## config.mk

```make
export PLATFORM = sky130hd
export DESIGN_NAME = rs_station_param_flat
export DESIGN_NICKNAME = d
export VERILOG_FILES = /design/src/rtl/rs_station_param_pkg.sv /design/src/rtl/rs_station_param_if.sv /design/src/rtl/rs_station_param_age_picker.sv /design/src/rtl/rs_station_param.sv /design/src/flat_wrapper.sv
export SDC_FILE = /design/constraint.sdc
export NUM_CORES = 1
export LEC_CHECK = 0
export CAP_MARGIN = 40
export CORE_MARGIN = 10
export CORE_UTILIZATION = 32
export DETAILED_ROUTE_END_ITERATION = 10
export PLACE_DENSITY = 0.48
export REMOVE_ABC_BUFFERS = 1
export SLEW_MARGIN = 20
export SYNTH_ARGS = -nofsm -noshare
export SYNTH_HDL_FRONTEND = slang
export SYNTH_SLANG_ARGS = --single-unit
```

## constraint.sdc

```tcl
create_clock -name clk -period 6.7 [get_ports clk]
set_input_delay 1.34 -clock clk [delete_from_list [all_inputs] [get_ports clk]]
set_output_delay 1.34 -clock clk [all_outputs]
set_load 0.1 [all_outputs]
```

## src/rtl/rs_station_param_pkg.sv

```systemverilog
// Shared types for the parametrised reservation station.
package rs_station_param_pkg;

    // Per-entry lifecycle: FREE -> WAIT (dispatched) -> EXEC (issued) -> FREE (own tag broadcast)
    typedef enum logic [1:0] {
        ST_FREE = 2'd0,
        ST_WAIT = 2'd1,
        ST_EXEC = 2'd2
    } entry_state_t;

    // Tag value meaning "operand already valid, no producer"
    localparam int unsigned NO_LABEL = 0;

endpackage

```

## src/rtl/rs_station_param_if.sv

```systemverilog
// Dispatch, CDB and issue signals between CU/FU (master) and the station (slave).
interface rs_station_param_if #(
    parameter int unsigned DEPTH   = 4,
    parameter int unsigned DATA_W  = 32,
    parameter int unsigned LABEL_W = 4,
    parameter int unsigned OP_W    = 2
);
    logic                         disp_valid;
    logic [OP_W-1:0]              disp_op;
    logic [DATA_W-1:0]            disp_vj;
    logic [LABEL_W-1:0]           disp_qj;
    logic [DATA_W-1:0]            disp_vk;
    logic [LABEL_W-1:0]           disp_qk;
    logic                         disp_ready;
    logic [LABEL_W-1:0]           disp_label;

    logic                         bc_en;
    logic [LABEL_W-1:0]           bc_label;
    logic [DATA_W-1:0]            bc_data;

    logic                         iss_valid;
    logic                         iss_accept;
    logic [OP_W-1:0]              iss_op;
    logic [DATA_W-1:0]            iss_a;
    logic [DATA_W-1:0]            iss_b;
    logic [LABEL_W-1:0]           iss_label;

    logic [$clog2(DEPTH+1)-1:0]   count;

    modport master (
        output disp_valid, disp_op, disp_vj, disp_qj, disp_vk, disp_qk,
        output bc_en, bc_label, bc_data, iss_accept,
        input  disp_ready, disp_label, iss_valid, iss_op, iss_a, iss_b, iss_label, count
    );

    modport slave (
        input  disp_valid, disp_op, disp_vj, disp_qj, disp_vk, disp_qk,
        input  bc_en, bc_label, bc_data, iss_accept,
        output disp_ready, disp_label, iss_valid, iss_op, iss_a, iss_b, iss_label, count
    );

endinterface

```

## src/rtl/rs_station_param_age_picker.sv

```systemverilog
// Age matrix and oldest-ready one-hot selector for the reservation station.
module rs_age_picker #(
    parameter int unsigned DEPTH = 4
) (
    input  logic             clk,
    input  logic             clr,
    input  logic [DEPTH-1:0] alloc,
    input  logic [DEPTH-1:0] occupied,
    input  logic [DEPTH-1:0] ready,
    input  logic             accept,
    output logic [DEPTH-1:0] grant
);
    // age[i][j] = 1 means entry j is older than entry i
    logic [DEPTH-1:0] age [DEPTH];
    logic [DEPTH-1:0] pick;
    logic             lock_q;
    logic [DEPTH-1:0] lock_grant_q;

    // New entry is younger than everything occupied; its column is cleared in all other rows
    always_ff @(posedge clk) begin
        for (int unsigned i = 0; i < DEPTH; i++) begin
            if (clr) begin
                age[i] <= '0;
            end else if (alloc[i]) begin
                age[i] <= occupied;
            end else begin
                age[i] <= age[i] & ~alloc;
            end
        end
    end

    // Oldest ready entry: ready with no ready entry older than itself
    always_comb begin
        pick = '0;
        for (int unsigned i = 0; i < DEPTH; i++) begin
            pick[i] = ready[i] && ((age[i] & ready) == '0);
        end
    end

    // A presented but unaccepted op stays selected so the issue bus holds steady
    always_ff @(posedge clk) begin
        if (clr) begin
            lock_q       <= 1'b0;
            lock_grant_q <= '0;
        end else begin
            lock_q       <= (|grant) && !accept;
            lock_grant_q <= grant;
        end
    end

    // Final grant: held selection while locked, otherwise the oldest ready entry
    always_comb begin
        grant = lock_q ? (lock_grant_q & ready) : pick;
    end

endmodule

```

## src/rtl/rs_station_param.sv

```systemverilog
// Reservation station: DEPTH entries, CDB snoop and bypass, oldest-ready issue to one FU.
module rs_station_param
    import rs_station_param_pkg::*;
#(
    parameter int unsigned DEPTH      = 4,
    parameter int unsigned DATA_W     = 32,
    parameter int unsigned LABEL_W    = 4,
    parameter int unsigned OP_W       = 2,
    parameter int unsigned LABEL_BASE = 1
) (
    input  logic              clk,
    input  logic              nRST,
    input  logic              flush,
    rs_station_param_if.slave bus
);
    localparam int unsigned       IDX_W = (DEPTH > 1) ? $clog2(DEPTH) : 1;
    localparam int unsigned       CNT_W = $clog2(DEPTH + 1);
    localparam logic [LABEL_W-1:0] NONE = LABEL_W'(NO_LABEL);

    entry_state_t        state_q [DEPTH];
    entry_state_t        state_d [DEPTH];
    logic [OP_W-1:0]     op_q    [DEPTH];
    logic [OP_W-1:0]     op_d    [DEPTH];
    logic [DATA_W-1:0]   vj_q    [DEPTH];
    logic [DATA_W-1:0]   vj_d    [DEPTH];
    logic [DATA_W-1:0]   vk_q    [DEPTH];
    logic [DATA_W-1:0]   vk_d    [DEPTH];
    logic [LABEL_W-1:0]  qj_q    [DEPTH];
    logic [LABEL_W-1:0]  qj_d    [DEPTH];
    logic [LABEL_W-1:0]  qk_q    [DEPTH];
    logic [LABEL_W-1:0]  qk_d    [DEPTH];

    logic                clr;
    logic                disp_fire;
    logic                free_found;
    logic [IDX_W-1:0]    free_idx;
    logic [DEPTH-1:0]    first_free;
    logic [DEPTH-1:0]    alloc_vec;
    logic [DEPTH-1:0]    occ_vec;
    logic [DEPTH-1:0]    ready_vec;
    logic [DEPTH-1:0]    grant;
    logic [CNT_W-1:0]    occ_cnt;

    assign clr = nRST | flush;

    // Occupancy/readiness vectors and the lowest-index free entry
    always_comb begin
        free_found = 1'b0;
        free_idx   = '0;
        first_free = '0;
        occ_vec    = '0;
        ready_vec  = '0;
        for (int unsigned i = 0; i < DEPTH; i++) begin
            occ_vec[i]   = (state_q[i] != ST_FREE);
            ready_vec[i] = (state_q[i] == ST_WAIT) && (qj_q[i] == NONE) && (qk_q[i] == NONE);
            if ((state_q[i] == ST_FREE) && !free_found) begin
                free_found    = 1'b1;
                free_idx      = IDX_W'(i);
                first_free[i] = 1'b1;
            end
        end
    end

    assign disp_fire      = bus.disp_valid & free_found;
    assign alloc_vec      = disp_fire ? first_free : '0;
    assign bus.disp_ready = free_found;
    assign bus.disp_label = LABEL_W'(LABEL_BASE) + LABEL_W'(free_idx);

    rs_age_picker #(
        .DEPTH(DEPTH)
    ) u_age (
        .clk      (clk),
        .clr      (clr),
        .alloc    (alloc_vec),
        .occupied (occ_vec),
        .ready    (ready_vec),
        .accept   (bus.iss_accept),
        .grant    (grant)
    );

    // Per-entry next state: dispatch with CDB bypass, operand snoop, issue, release
    always_comb begin
        for (int unsigned i = 0; i < DEPTH; i++) begin
            state_d[i] = state_q[i];
            op_d[i]    = op_q[i];
            vj_d[i]    = vj_q[i];
            vk_d[i]    = vk_q[i];
            qj_d[i]    = qj_q[i];
            qk_d[i]    = qk_q[i];
            case (state_q[i])
                ST_WAIT: begin
                    if (bus.bc_en && (qj_q[i] != NONE) && (qj_q[i] == bus.bc_label)) begin
                        vj_d[i] = bus.bc_data;
                        qj_d[i] = NONE;
                    end
                    if (bus.bc_en && (qk_q[i] != NONE) && (qk_q[i] == bus.bc_label)) begin
                        vk_d[i] = bus.bc_data;
                        qk_d[i] = NONE;
                    end
                    if (grant[i] && bus.iss_accept) begin
                        state_d[i] = ST_EXEC;
                    end
                end
                ST_EXEC: begin
                    if (bus.bc_en && (bus.bc_label == LABEL_W'(LABEL_BASE + i))) begin
                        state_d[i] = ST_FREE;
                    end
                end
                default: begin
                    if (alloc_vec[i]) begin
                        state_d[i] = ST_WAIT;
                        op_d[i]    = bus.disp_op;
                        if (bus.bc_en && (bus.disp_qj != NONE) && (bus.disp_qj == bus.bc_label)) begin
                            vj_d[i] = bus.bc_data;
                            qj_d[i] = NONE;
                        end else begin
                            vj_d[i] = bus.disp_vj;
                            qj_d[i] = bus.disp_qj;
                        end
                        if (bus.bc_en && (bus.disp_qk != NONE) && (bus.disp_qk == bus.bc_label)) begin
                            vk_d[i] = bus.bc_data;
                            qk_d[i] = NONE;
                        end else begin
                            vk_d[i] = bus.disp_vk;
                            qk_d[i] = bus.disp_qk;
                        end
                    end
                end
            endcase
        end
    end

    // Entry state register; reset and flush free every entry
    always_ff @(posedge clk) begin
        for (int unsigned i = 0; i < DEPTH; i++) begin
            state_q[i] <= clr ? ST_FREE : state_d[i];
        end
    end

    // Entry payload register; only meaningful while the entry is not FREE
    always_ff @(posedge clk) begin
        for (int unsigned i = 0; i < DEPTH; i++) begin
            op_q[i] <= op_d[i];
            vj_q[i] <= vj_d[i];
            vk_q[i] <= vk_d[i];
            qj_q[i] <= clr ? NONE : qj_d[i];
            qk_q[i] <= clr ? NONE : qk_d[i];
        end
    end

    // Issue bus driven from the granted entry, zero when nothing is ready
    always_comb begin
        bus.iss_valid = |grant;
        bus.iss_op    = '0;
        bus.iss_a     = '0;
        bus.iss_b     = '0;
        bus.iss_label = NONE;
        for (int unsigned i = 0; i < DEPTH; i++) begin
            if (grant[i]) begin
                bus.iss_op    = op_q[i];
                bus.iss_a     = vj_q[i];
                bus.iss_b     = vk_q[i];
                bus.iss_label = LABEL_W'(LABEL_BASE + i);
            end
        end
    end

    // Occupied-entry count
    always_comb begin
        occ_cnt = '0;
        for (int unsigned i = 0; i < DEPTH; i++) begin
            occ_cnt = occ_cnt + CNT_W'(occ_vec[i]);
        end
    end

    assign bus.count = occ_cnt;

endmodule

```

## src/flat_wrapper.sv

```systemverilog
// flat-port wrapper written by rule: the top's interface ports become plain ports
module rs_station_param_flat import rs_station_param_pkg::*;
#(
    parameter int unsigned DEPTH      = 4,
    parameter int unsigned DATA_W     = 32,
    parameter int unsigned LABEL_W    = 4,
    parameter int unsigned OP_W       = 2,
    parameter int unsigned LABEL_BASE = 1
)
  (clk, nRST, flush, bus_disp_valid, bus_disp_op, bus_disp_vj, bus_disp_qj, bus_disp_vk, bus_disp_qk, bus_bc_en, bus_bc_label, bus_bc_data, bus_iss_accept, bus_disp_ready, bus_disp_label, bus_iss_valid, bus_iss_op, bus_iss_a, bus_iss_b, bus_iss_label, bus_count);
  rs_station_param_if #(.DEPTH(DEPTH), .DATA_W(DATA_W), .LABEL_W(LABEL_W), .OP_W(OP_W)) bus_i ();
  input  logic clk;
  input  logic nRST;
  input  logic flush;
  input wire logic [$bits(bus_i.disp_valid)-1:0] bus_disp_valid;
  input wire logic [$bits(bus_i.disp_op)-1:0] bus_disp_op;
  input wire logic [$bits(bus_i.disp_vj)-1:0] bus_disp_vj;
  input wire logic [$bits(bus_i.disp_qj)-1:0] bus_disp_qj;
  input wire logic [$bits(bus_i.disp_vk)-1:0] bus_disp_vk;
  input wire logic [$bits(bus_i.disp_qk)-1:0] bus_disp_qk;
  input wire logic [$bits(bus_i.bc_en)-1:0] bus_bc_en;
  input wire logic [$bits(bus_i.bc_label)-1:0] bus_bc_label;
  input wire logic [$bits(bus_i.bc_data)-1:0] bus_bc_data;
  input wire logic [$bits(bus_i.iss_accept)-1:0] bus_iss_accept;
  output wire logic [$bits(bus_i.disp_ready)-1:0] bus_disp_ready;
  output wire logic [$bits(bus_i.disp_label)-1:0] bus_disp_label;
  output wire logic [$bits(bus_i.iss_valid)-1:0] bus_iss_valid;
  output wire logic [$bits(bus_i.iss_op)-1:0] bus_iss_op;
  output wire logic [$bits(bus_i.iss_a)-1:0] bus_iss_a;
  output wire logic [$bits(bus_i.iss_b)-1:0] bus_iss_b;
  output wire logic [$bits(bus_i.iss_label)-1:0] bus_iss_label;
  output wire logic [$bits(bus_i.count)-1:0] bus_count;
  assign bus_i.disp_valid = bus_disp_valid;
  assign bus_i.disp_op = bus_disp_op;
  assign bus_i.disp_vj = bus_disp_vj;
  assign bus_i.disp_qj = bus_disp_qj;
  assign bus_i.disp_vk = bus_disp_vk;
  assign bus_i.disp_qk = bus_disp_qk;
  assign bus_i.bc_en = bus_bc_en;
  assign bus_i.bc_label = bus_bc_label;
  assign bus_i.bc_data = bus_bc_data;
  assign bus_i.iss_accept = bus_iss_accept;
  assign bus_disp_ready = bus_i.disp_ready;
  assign bus_disp_label = bus_i.disp_label;
  assign bus_iss_valid = bus_i.iss_valid;
  assign bus_iss_op = bus_i.iss_op;
  assign bus_iss_a = bus_i.iss_a;
  assign bus_iss_b = bus_i.iss_b;
  assign bus_iss_label = bus_i.iss_label;
  assign bus_count = bus_i.count;
  rs_station_param #(.DEPTH(DEPTH), .DATA_W(DATA_W), .LABEL_W(LABEL_W), .OP_W(OP_W), .LABEL_BASE(LABEL_BASE)) u_core (.clk(clk), .nRST(nRST), .flush(flush), .bus(bus_i));
endmodule
```

# Yosys cells after proc, flatten, opt, wreduce, memory -nomap -nowiden
# Memories as Yosys holds them, arrays and structs flattened.
# Index checks and enable logic that the tools add are counted.
# Widths: inputs -> output; s select.
# totals
elab_cells,288
n_memories,7
reg_bits,5
ram_bits,320
# op_classes
bitwise_logic,20
n_reduce_logical,83
muxes,150
n_eq_ne,22
addsub,4
# memory_table
memory,words,width,rd,rd_clocked_by_memory_dff,wr,line,source
u_core.vj_q,4,32,4,0,4,rs_station_param.sv:24,logic [DATA_W-1:0] vj_q [DEPTH];
u_core.vk_q,4,32,4,0,4,rs_station_param.sv:26,logic [DATA_W-1:0] vk_q [DEPTH];
u_core.qj_q,4,4,4,0,4,rs_station_param.sv:28,logic [LABEL_W-1:0] qj_q [DEPTH];
u_core.qk_q,4,4,4,0,4,rs_station_param.sv:30,logic [LABEL_W-1:0] qk_q [DEPTH];
u_core.u_age.age,4,4,4,0,4,rs_station_param_age_picker.sv:14,logic [DEPTH-1:0] age [DEPTH];
u_core.op_q,4,2,4,0,4,rs_station_param.sv:22,logic [OP_W-1:0] op_q [DEPTH];
1 more memories,-,-,-,-,-,-,
# ops
cell,count
$mux 32,26
$pmux 32 s2,8
$mux 4,36
$mux 2,32
$pmux 4 s2,8
$logic_not 4->1,12
$logic_and 1x1->1,44
$eq 4x4->1,10
$reduce_bool 4->1,10
$and 4x4->4,9
$mux 1,35
$pmux 2 s2,4
$or 1x1->1,9
$eq 2x1->1 const B,4
$eq 2x2->1 const B,4
$eq 4x2->1 const B,2
$logic_not 2->1,4
$reduce_bool 2->1,4
$reduce_or 2->1,4
$add 3x1->3,2
$eq 4x1->1 const B,1
$eq 4x3->1 const B,1
$logic_not 1->1,4
$not 4->4,1
5 further kinds,5

# Longest topological paths before layout
# Gate-level depths: netlist of the first run.
# An unclocked memory read counts as a cell.
# logic_depth
depth_word,19
depth_mapped,12
depth_no_buf,10

# By module
# From an unflattened synthesis of the first run, not the netlist that was laid out.
# hier_totals
cells_unflattened,1319
hier_area_um2,18189.9
# modules_own_cells
mod,cells_per_inst,seq_area_each_um2,instances,area_each_um2
rs_station_param,1220,8728.4,1,17133.9
rs_age_picker,99,580.6,1,1056.0

# Worst setup path before layout of the first run
# Ideal clock, no wire load.
# synth_timing
path_type,register -> output
startpoint,memory u_core.state_q[2][1] (netlist name)
endpoint,output bus_iss_b[22]
required_time_ns,5.360
t_arrival_ns,3.616
path_slack_ns,1.744
stages_incl_launch_ff,12
cell_sequence,dfxtp_1 > inv_1 > ha_1 > buf_2 > nor2b_1 > nand4_1 > a41o_1 > a211oi_2 > buf_4 > buf_4 > nand2_1 > a32oi_1
# synth_lines
element,line,source
"start, declared",rs_station_param.sv:20,entry_state_t state_q [DEPTH];
"end, declared",flat_wrapper.sv:30,output wire logic [$bits(bus_i.iss_b)-1:0] bus_iss_b;

==> implementation parameters, run 1 <==
Parameter                              Value

GRT
  Number of global-route vias before repair ... 12600
  Maximum number of pins on one net before global-route repair ... 52
  Total Routing Usage GR ... 18.4%
  Antenna violations before repair ... 1
  GR Overflow Total ... 0
  Global-route wire length before repair ... 84.3 mm

STA
  Setup violators final ... 0
  Worst slew pin tran ... 0.859 ns
  Highest attainable clock frequency ... 177 MHz
  Ratio of final minimum period to clock period ... 84.3%
  Normalized max-slew margin ... 42.6%
  Time the final worst path needs with I/O delays and setup ... 5.65 ns
  Number of hold violations in the final report ... 0
  Final Max Tran Viols ... 0
  RSZ-0062 raised after global routing ... false
  Post-route clock skew ... 0.0164 ns
  Min Hold Slack ... 0.503 ns

Detailed routing
  Post-detailed-routing wire length ... 57.4 mm
  First-pass detailed-route iteration total ... 8
  Count of antenna-violating nets left after detailed routing ... 0
  Violation count after the first detailed-route iteration ... 1033
  Vias ... 12300
  Via-to-Cell Ratio ... 5.35
  DRC Markers ... 0
  Average detailed-routed wire length per instance ... 25.0 um

Layout
  Nets ... 1722
  Area growth, synth to finish ... 30.3%
  Number of fill cells in the layout ... 4859
  Leading cell type in the layout, fill and taps excluded ... edfxtp_1
  Share of final-layout standard cells stronger than drive strength 1 ... 28.6%
  Utilization of the core after routing ... 42.2%
  Final Instance Area ... 21700 um2
  Commonest non-fill, non-tap cells in the layout ... edfxtp_1 (280), mux2_2 (256), nand2_1 (217)

Yosys
  Number of instances in the synthesized netlist ... 1384
  Syn. warnings ... 0
  Total of flip-flops plus latches after synthesis ... 325
  Post-synthesis sequential area ratio ... 56.0%
  Avg Inst Size Synth ... 12.0 um2
  Number of flops mapped to enable cells by yosys ... 280
  Leading register cell type out of synthesis ... edfxtp_1
  Area of the mapped netlist ... 16600 um2
  Number of distinct standard cells referenced by the synthesized netlist ... 57
  FFs w/ async S/R, synth ... 0%

Floorplanning
  Die footprint ... 61500 um2
  Die height ... 248 um
  Core Region ... 51400 um2
  Ports ... 195
  Width of the die ... 248 um
  Standard-cell rows ... 83
  Starting Density ... 32.4%

CTS
  Number of buffers between clock root and the deepest sink ... 3
  # clock sinks ... 325
  Total clock buffers created by CTS ... 41
  Source-to-sink clock delay at the later pin of the worst-skew pair ... 0.56 ns
  Post-CTS clock slew at the launch and capture registers of the worst setup and hold paths ... 0.06 ns
  Cells resized by post-CTS repair ... 0
  Post-CTS setup buffers ... 0
  H-tree level count ... 2
  CTS Hold Bufs ... 0
  Clk root buf ... clkbuf_16
  TritonCTS clock tree ... yes

Run status
  Outcome ... completed

Setup path
  Type of destination of the critical path ... primary output
  Worst endpoint required time ... 5.36 ns
  Worst path arrival time ... 4.31 ns
  Worst setup path category ... reg -> out
  Worst-path fanout max ... 40
  Nature of the critical path startpoint ... register

Power and ir drop
  Static power due to leakage ... 7.36 nW
  Internal cell power ... 3.71 mW
  Combinational cell fraction of total power ... 13.1%
  Largest voltage drop on the vdd net ... 0.163 mV
  Clock network fraction of design power ... 40.9%
  Power per standard cell area ... 230 nW/um2
  Share of power burned in registers ... 46.0%
  Switching power ... 1.28 mW
  Total chip power ... 4.99 mW
  Switching Fraction ... 25.6%

Placed design
  Routability congestion estimate ... 0.835
  Count of buffers inserted at the top-level ports ... 192
  Half-perimeter wire length of the detailed placement result ... 36.6 mm
  Placed instance area ... 20400 um2

Run
  # Max-Cap Violations ... 0

Worst hold path
  Worst Hold Class ... reg -> reg
-- cell type report --
class	instances	area, um2	share of cell area [%]
Inverter	26	98.8	0.456
Antenna cell	2	5.00	0.0231
Clock inverter	17	101	0.468
Multi-Input combinational cell	958	6990	32.2
Timing Repair Buffer	236	3210	14.8
Sequential cell	325	9310	43.0
Clock buffer	56	1110	5.13
Tap cell	680	851	3.93
-- logic make-up after synthesis --
| group | share of synthesized area, % |
|---|---|
| adder cells (fa/ha/maj) | 1.40 |
| AND/OR/NAND/NOR | 11.0 |
| other | 0.0451 |
| flip-flops | 56.0 |
| buffers and inverters | 3.10 |
| AO/OA/AOI/OAI | 9.43 |
| multiplexers | 17.3 |
| XOR/XNOR | 1.74 |
-- state kept, by name, summed over array words and instances, names as in the netlist --
register / cells
u_core.qj_q: 16
u_core.op_q: 8
u_core.vk_q: 128
u_core.u_age.lock_grant_q: 4
u_core.qk_q: 16
u_core.vj_q: 128
u_core.u_age.age: 16
u_core.u_age.lock_q: 1
u_core.state_q: 8
-- per-stage QoR --
| step | worst slack (ns) | TNS, ns | std cells |
|---|---|---|---|
| 2_1_floorplan | -0.850 | -56.66 | 1309 |
| 3_3_place_gp | 1.55 | 0 | 2203 |
| 3_5_place_dp | 1.69 | 0 | 2223 |
| 4_1_cts | 1.07 | 0 | 2296 |
| 5_1_grt | 0.872 | 0 | 2298 |
| 6_report | 1.05 | 0 | 2300 |
-- Yosys cell counts, drive strengths merged (4+ instances only) --
| library cell | number | area [um2] |
|---|---|---|
| a22oi | 16 | 120 |
| o21ai | 86 | 430 |
| xnor2 | 8 | 70.1 |
| o21a | 5 | 37.5 |
| nor2 | 65 | 254 |
| nand3 | 22 | 110 |
| a21oi | 25 | 125 |
| edfxtp | 280 | 8410 |
| nor4 | 11 | 105 |
| xor2 | 25 | 219 |
| buf | 44 | 241 |
| nand2 | 217 | 815 |
| a211oi | 6 | 50.1 |
| or2 | 8 | 50.1 |
| nand2b | 13 | 81.3 |
| nand4 | 16 | 100 |
| and3 | 7 | 43.8 |
| a32oi | 67 | 587 |
| a21o | 6 | 45.0 |
| a31oi | 10 | 62.6 |
| ha | 17 | 213 |
| mux2 | 256 | 2880 |
| inv | 26 | 97.6 |
| clkbuf | 47 | 176 |
| nor2b | 4 | 25.0 |
| nor3 | 18 | 100 |
| and2 | 7 | 43.8 |
| dfxtp | 45 | 901 |
-- critical path: stages, from the launching register on --
cell      delay [ns]
dfxtp_1         0.32
inv_1           0.10
ha_1            0.44
nor2b_1         0.36
nand4_1         0.18
a41o_1          0.31
a211oi_4        0.26
buf_4           0.59
buf_12          0.27
nand2_1         0.08
a32oi_1         0.54
buf_12          0.26
-- final timing paths --
path | slack (ns) | cells after the start | start | endpoint
setup / recovery | 1.05 | 11 | u_core.state_q[2][1] | bus_iss_a[25]
hold / removal | 0.50 | 2 | u_core.qj_q[1][1] | u_core.qj_q[1][1]
setup reg to reg | 3.21 | 10 | u_core.state_q[1][0] | u_core.vk_q[3][29]
hold reg to reg | 0.50 | 2 | u_core.qj_q[1][1] | u_core.qj_q[1][1]
-- power by group through the flow --
stage / combinational, mW / sequential, mW / clock [mW]
4_1_cts: 0.653 / 2.29 / 2.10
5_1_grt: 0.694 / 2.30 / 2.17
6_report: 0.655 / 2.29 / 2.04
3_3_place_gp: 0.630 / 2.34 / 0
3_5_place_dp: 0.651 / 2.34 / 0
2_1_floorplan: 0.354 / 2.33 / 0
-- routing by layer --
metal | vias to the layer above | part of all wire (%) | GRT usage (%)
li1 | 5604 | - | -
met1 | 6237 | 45 | 25.2
met2 | 397 | 47 | 29.4
met3 | 56 | 6.7 | 3.59
met4 | 2 | 1.7 | 4.55
met5 | - | 0.023 | 0
Note: power is estimated with default switching activity, not from simulation.
==> run 2: changes to the inputs <==
--- a/config.mk
+++ b/config.mk
@@ -9,7 +9,7 @@
 export CORE_MARGIN = 10
 export CORE_UTILIZATION = 32
 export DETAILED_ROUTE_END_ITERATION = 10
-export PLACE_DENSITY = 0.48
+export PLACE_DENSITY = 0.49
 export REMOVE_ABC_BUFFERS = 1
 export SLEW_MARGIN = 20
 export SYNTH_ARGS = -nofsm -noshare
==> constraint.sdc (replaced) <==
create_clock -name clk -period 4.6 [get_ports clk]
set_input_delay 0.92 -clock clk [delete_from_list [all_inputs] [get_ports clk]]
set_output_delay 0.92 -clock clk [all_outputs]
set_load 0.1 [all_outputs]
==> implementation parameters, run 2 (synthesized netlist as in run 1, its figures left out) <==
Parameter                              Value

Run status
  Outcome ... completed (unchanged)

Power and ir drop
  Largest voltage drop on the vdd net ... 0.228 mV (was 0.163 mV)
  Power per standard cell area ... 342 nW/um2 (was 230 nW/um2)
  Static power due to leakage ... 7.41 nW (was 7.36 nW)
  Total chip power ... 7.46 mW (was 4.99 mW)

Setup path
  Gate family responsible for the most delay along the worst path ... compound AO/OA/AOI/OAI gates (was buffers and inverters)
  Library cell contributing the largest single delay on the critical path ... a32oi_1 (was buf_4)
  Worst path arrival time ... 3.49 ns (was 4.31 ns)
  Worst endpoint required time ... 3.68 ns (was 5.36 ns)
  Worst-path fanout max ... 33 (was 40)
  Type of destination of the critical path ... primary output (unchanged)
  Launch instance of the worst register-to-register path ... u_core.state_q[1][0] (unchanged)
  Nature of the critical path startpoint ... register (unchanged)
  Worst setup path category ... reg -> out (unchanged)
  Maximum cell stage delay along the critical path ... 0.36 ns (was 0.59 ns)
  Buffering stage count on the worst path with inverters included ... 4 (unchanged)
  R2R Path End ... u_core.vk_q[2][26] (was u_core.vk_q[3][29])
  Setup slack of the most critical reg-to-reg path ... 1.70 ns (was 3.21 ns)
  Series of cell instances along the critical path ... inv_1, ha_2, nor2b_1, nand4_1, a41o_1, a211oi_4, buf_4, buf_6, nand2_1, a32oi_1, buf_12 (was inv_1, ha_1, nor2b_1, nand4_1, a41o_1, a211oi_4, buf_4, buf_12, nand2_1, a32oi_1, buf_12)
  Number of cells on the worst reg-to-reg path ... 10 (unchanged)

STA
  Final WS setup ... 0.190 ns (was 1.05 ns)
  Number of hold violations in the final report ... 0 (unchanged)
  RSZ-0062 raised after global routing ... false (unchanged)
  Setup violators final ... 0 (unchanged)
  Final Max Tran Viols ... 0 (unchanged)
  Worst slew pin tran ... 0.793 ns (was 0.859 ns)
  Normalized max-slew margin ... 47.0% (was 42.6%)
  Highest attainable clock frequency ... 227 MHz
  Ratio of final minimum period to clock period ... 95.9%
  Post-route clock skew ... 0.0192 ns (was 0.0164 ns)
  Time the final worst path needs with I/O delays and setup ... 4.41 ns

CTS
  Post-CTS clock slew at the launch and capture registers of the worst setup and hold paths ... 0.06 ns (about the same)
  Number of buffers between clock root and the deepest sink ... 3 (unchanged)
  H-tree level count ... 2 (unchanged)
  # clock sinks ... 325 (unchanged)
  Source-to-sink clock delay at the later pin of the worst-skew pair ... 0.56 ns (about the same)
  CTS Hold Bufs ... 0 (unchanged)
  Clk root buf ... clkbuf_16 (unchanged)
  TritonCTS clock tree ... yes (unchanged)
  Total clock buffers created by CTS ... 39 (was 41)

Run
  # Max-Cap Violations ... 0 (unchanged)

Layout
  Post-route insts no fill ... 2303 (was 2300)
  Area growth, synth to finish ... 31.1% (was 30.3%)
  Nets ... 1726 (was 1722)
  Footprint of the multi-input gates ... 7060 um2 (was 6990 um2)
  Commonest non-fill, non-tap cells in the layout ... edfxtp_1 (280), mux2_2 (256), nand2_1 (217) (unchanged)
  Final Instance Area ... 21800 um2 (was 21700 um2)
  Utilization of the core after routing ... 42.4% (was 42.2%)
  Share of final-layout standard cells stronger than drive strength 1 ... 29.8% (was 28.6%)
  Number of fill cells in the layout ... 4822 (was 4859)
  Leading cell type in the layout, fill and taps excluded ... edfxtp_1 (unchanged)
  Largest registers ... u_core.vj_q: 128 flops, u_core.vk_q: 128 flops (unchanged)
  Area occupied by registers ... 9310 um2 (unchanged)

Worst hold path
  Instance count along the most critical hold path ... 2 (unchanged)
  Hold Crit Start ... u_core.qj_q[1][2] (was u_core.qj_q[1][1])
  Worst Hold Class ... reg -> reg (unchanged)
  Worst Hold Endpoint ... u_core.qj_q[1][2] (was u_core.qj_q[1][1])

Floorplanning
  Standard-cell rows ... 83 (unchanged)
  Die height ... 248 um (unchanged)
  Core Region ... 51400 um2 (unchanged)
  Ports ... 195 (unchanged)
  Die footprint ... 61500 um2 (unchanged)
  Width of the die ... 248 um (unchanged)
  Starting Density ... 32.4% (unchanged)

Placed design
  Half-perimeter wire length of the detailed placement result ... 34.1 mm (was 36.6 mm)
  Inst Count DP ... 2228 (was 2223)
  Routability congestion estimate ... 0.855 (was 0.835)
  Post-placement setup slack ... 0.535 ns (was 1.69 ns)
  Placed instance area ... 20400 um2 (about the same)
  Count of buffers inserted at the top-level ports ... 192 (unchanged)

Detailed routing
  Count of antenna-violating nets left after detailed routing ... 0 (unchanged)
  DRC Markers ... 0 (unchanged)
  Vias ... 12100 (was 12300)
  Via-to-Cell Ratio ... 5.24 (was 5.35)
  Violation count after the first detailed-route iteration ... 758 (was 1033)
  Average detailed-routed wire length per instance ... 24.1 um (was 25.0 um)
  First-pass detailed-route iteration total ... 5 (was 8)
  Post-detailed-routing wire length ... 55.4 mm (was 57.4 mm)

GRT
  Antenna violations before repair ... 3 (was 1)
  GR Overflow Total ... 0 (unchanged)
  Global-route wire length before repair ... 82.0 mm (was 84.3 mm)
  Maximum number of pins on one net before global-route repair ... 69 (was 52)
  Number of global-route vias before repair ... 12600 (about the same)
  Total Routing Usage GR ... 17.7% (was 18.4%)
[run 2: cell types whose count changed in the layout (fill, tap and decap cells not counted), sizes merged]
cell / change
inv: -6
clkinvlp: -1
bufinv: +5
clkbuf: -5
clkinv: +5
buf: +12
clkdlybuf4s50: -7
[run 2: repair_timing]
| item | CTS | global route |
|---|---|---|
| setup endpoints to repair | 7 | 66 |
| gates resized for setup | 7 | 4 |
| pin swaps | 0 | 1 |
| cloned | 0 | 1 |
| buffers inserted | 0 | 2 |
[run 2: worst reg2reg max path, delay by kind of cell (launching register included)]
| kind | cells | cell delay [ns] |
|---|---|---|
| fa+ha+maj | 2 | 0.53 |
| simple gates | 2 | 0.42 |
| compound gates | 1 | 0.23 |
| buf+inv | 5 | 0.94 |
| flops | 1 | 0.36 |
[run 2: layer usage]
layer | GRT usage [%] | wire [um]
met2 | 28.9 | 26100
met3 | 3.03 | 3080
met4 | 4.73 | 1000
met1 | 23.8 | 25200
met5 | 0 | 35
[run 2: power by group]
group	total, mW	internal [mW]	switching (mW)
registers	3.34	3.31	0.0273
clock network	3.18	1.92	1.25
logic	0.945	0.395	0.551
[run 2: how the worst max path moves through the flow]
stage	cells past startpoint	endpoint	startpoint
2_1_floorplan	9	bus_iss_a[0]	u_core.state_q[1][1]
3_3_place_gp	10	bus_iss_a[27]	u_core.state_q[3][1]
3_5_place_dp	10	bus_iss_a[27]	u_core.state_q[3][1]
4_1_cts	10	bus_iss_b[23]	u_core.state_q[3][1]
5_1_grt	11	bus_iss_a[9]	u_core.state_q[3][1]
6_report	11	bus_iss_b[12]	u_core.state_q[3][1]
[run 2: layout make-up]
cell class | count | share of cell area (%)
antenna | 2 | 0.0229
clock buffer | 50 | 4.90
clock inverter | 20 | 1.08
inverter | 26 | 0.447
multi-input combinational | 958 | 32.4
sequential | 325 | 42.7
tap | 680 | 3.90
timing repair buffer | 242 | 14.6
[run 2: metrics by stage]
| step | TNS (ns) | hold slack, ns |
|---|---|---|
| 3_5_place_dp | 0 | 0.491 |
| 3_3_place_gp | 0 | 0.485 |
| 5_1_grt | 0 | 0.514 |
| 2_1_floorplan | -170.86 | 0.468 |
| 6_report | 0 | 0.500 |
| 4_1_cts | 0 | 0.500 |
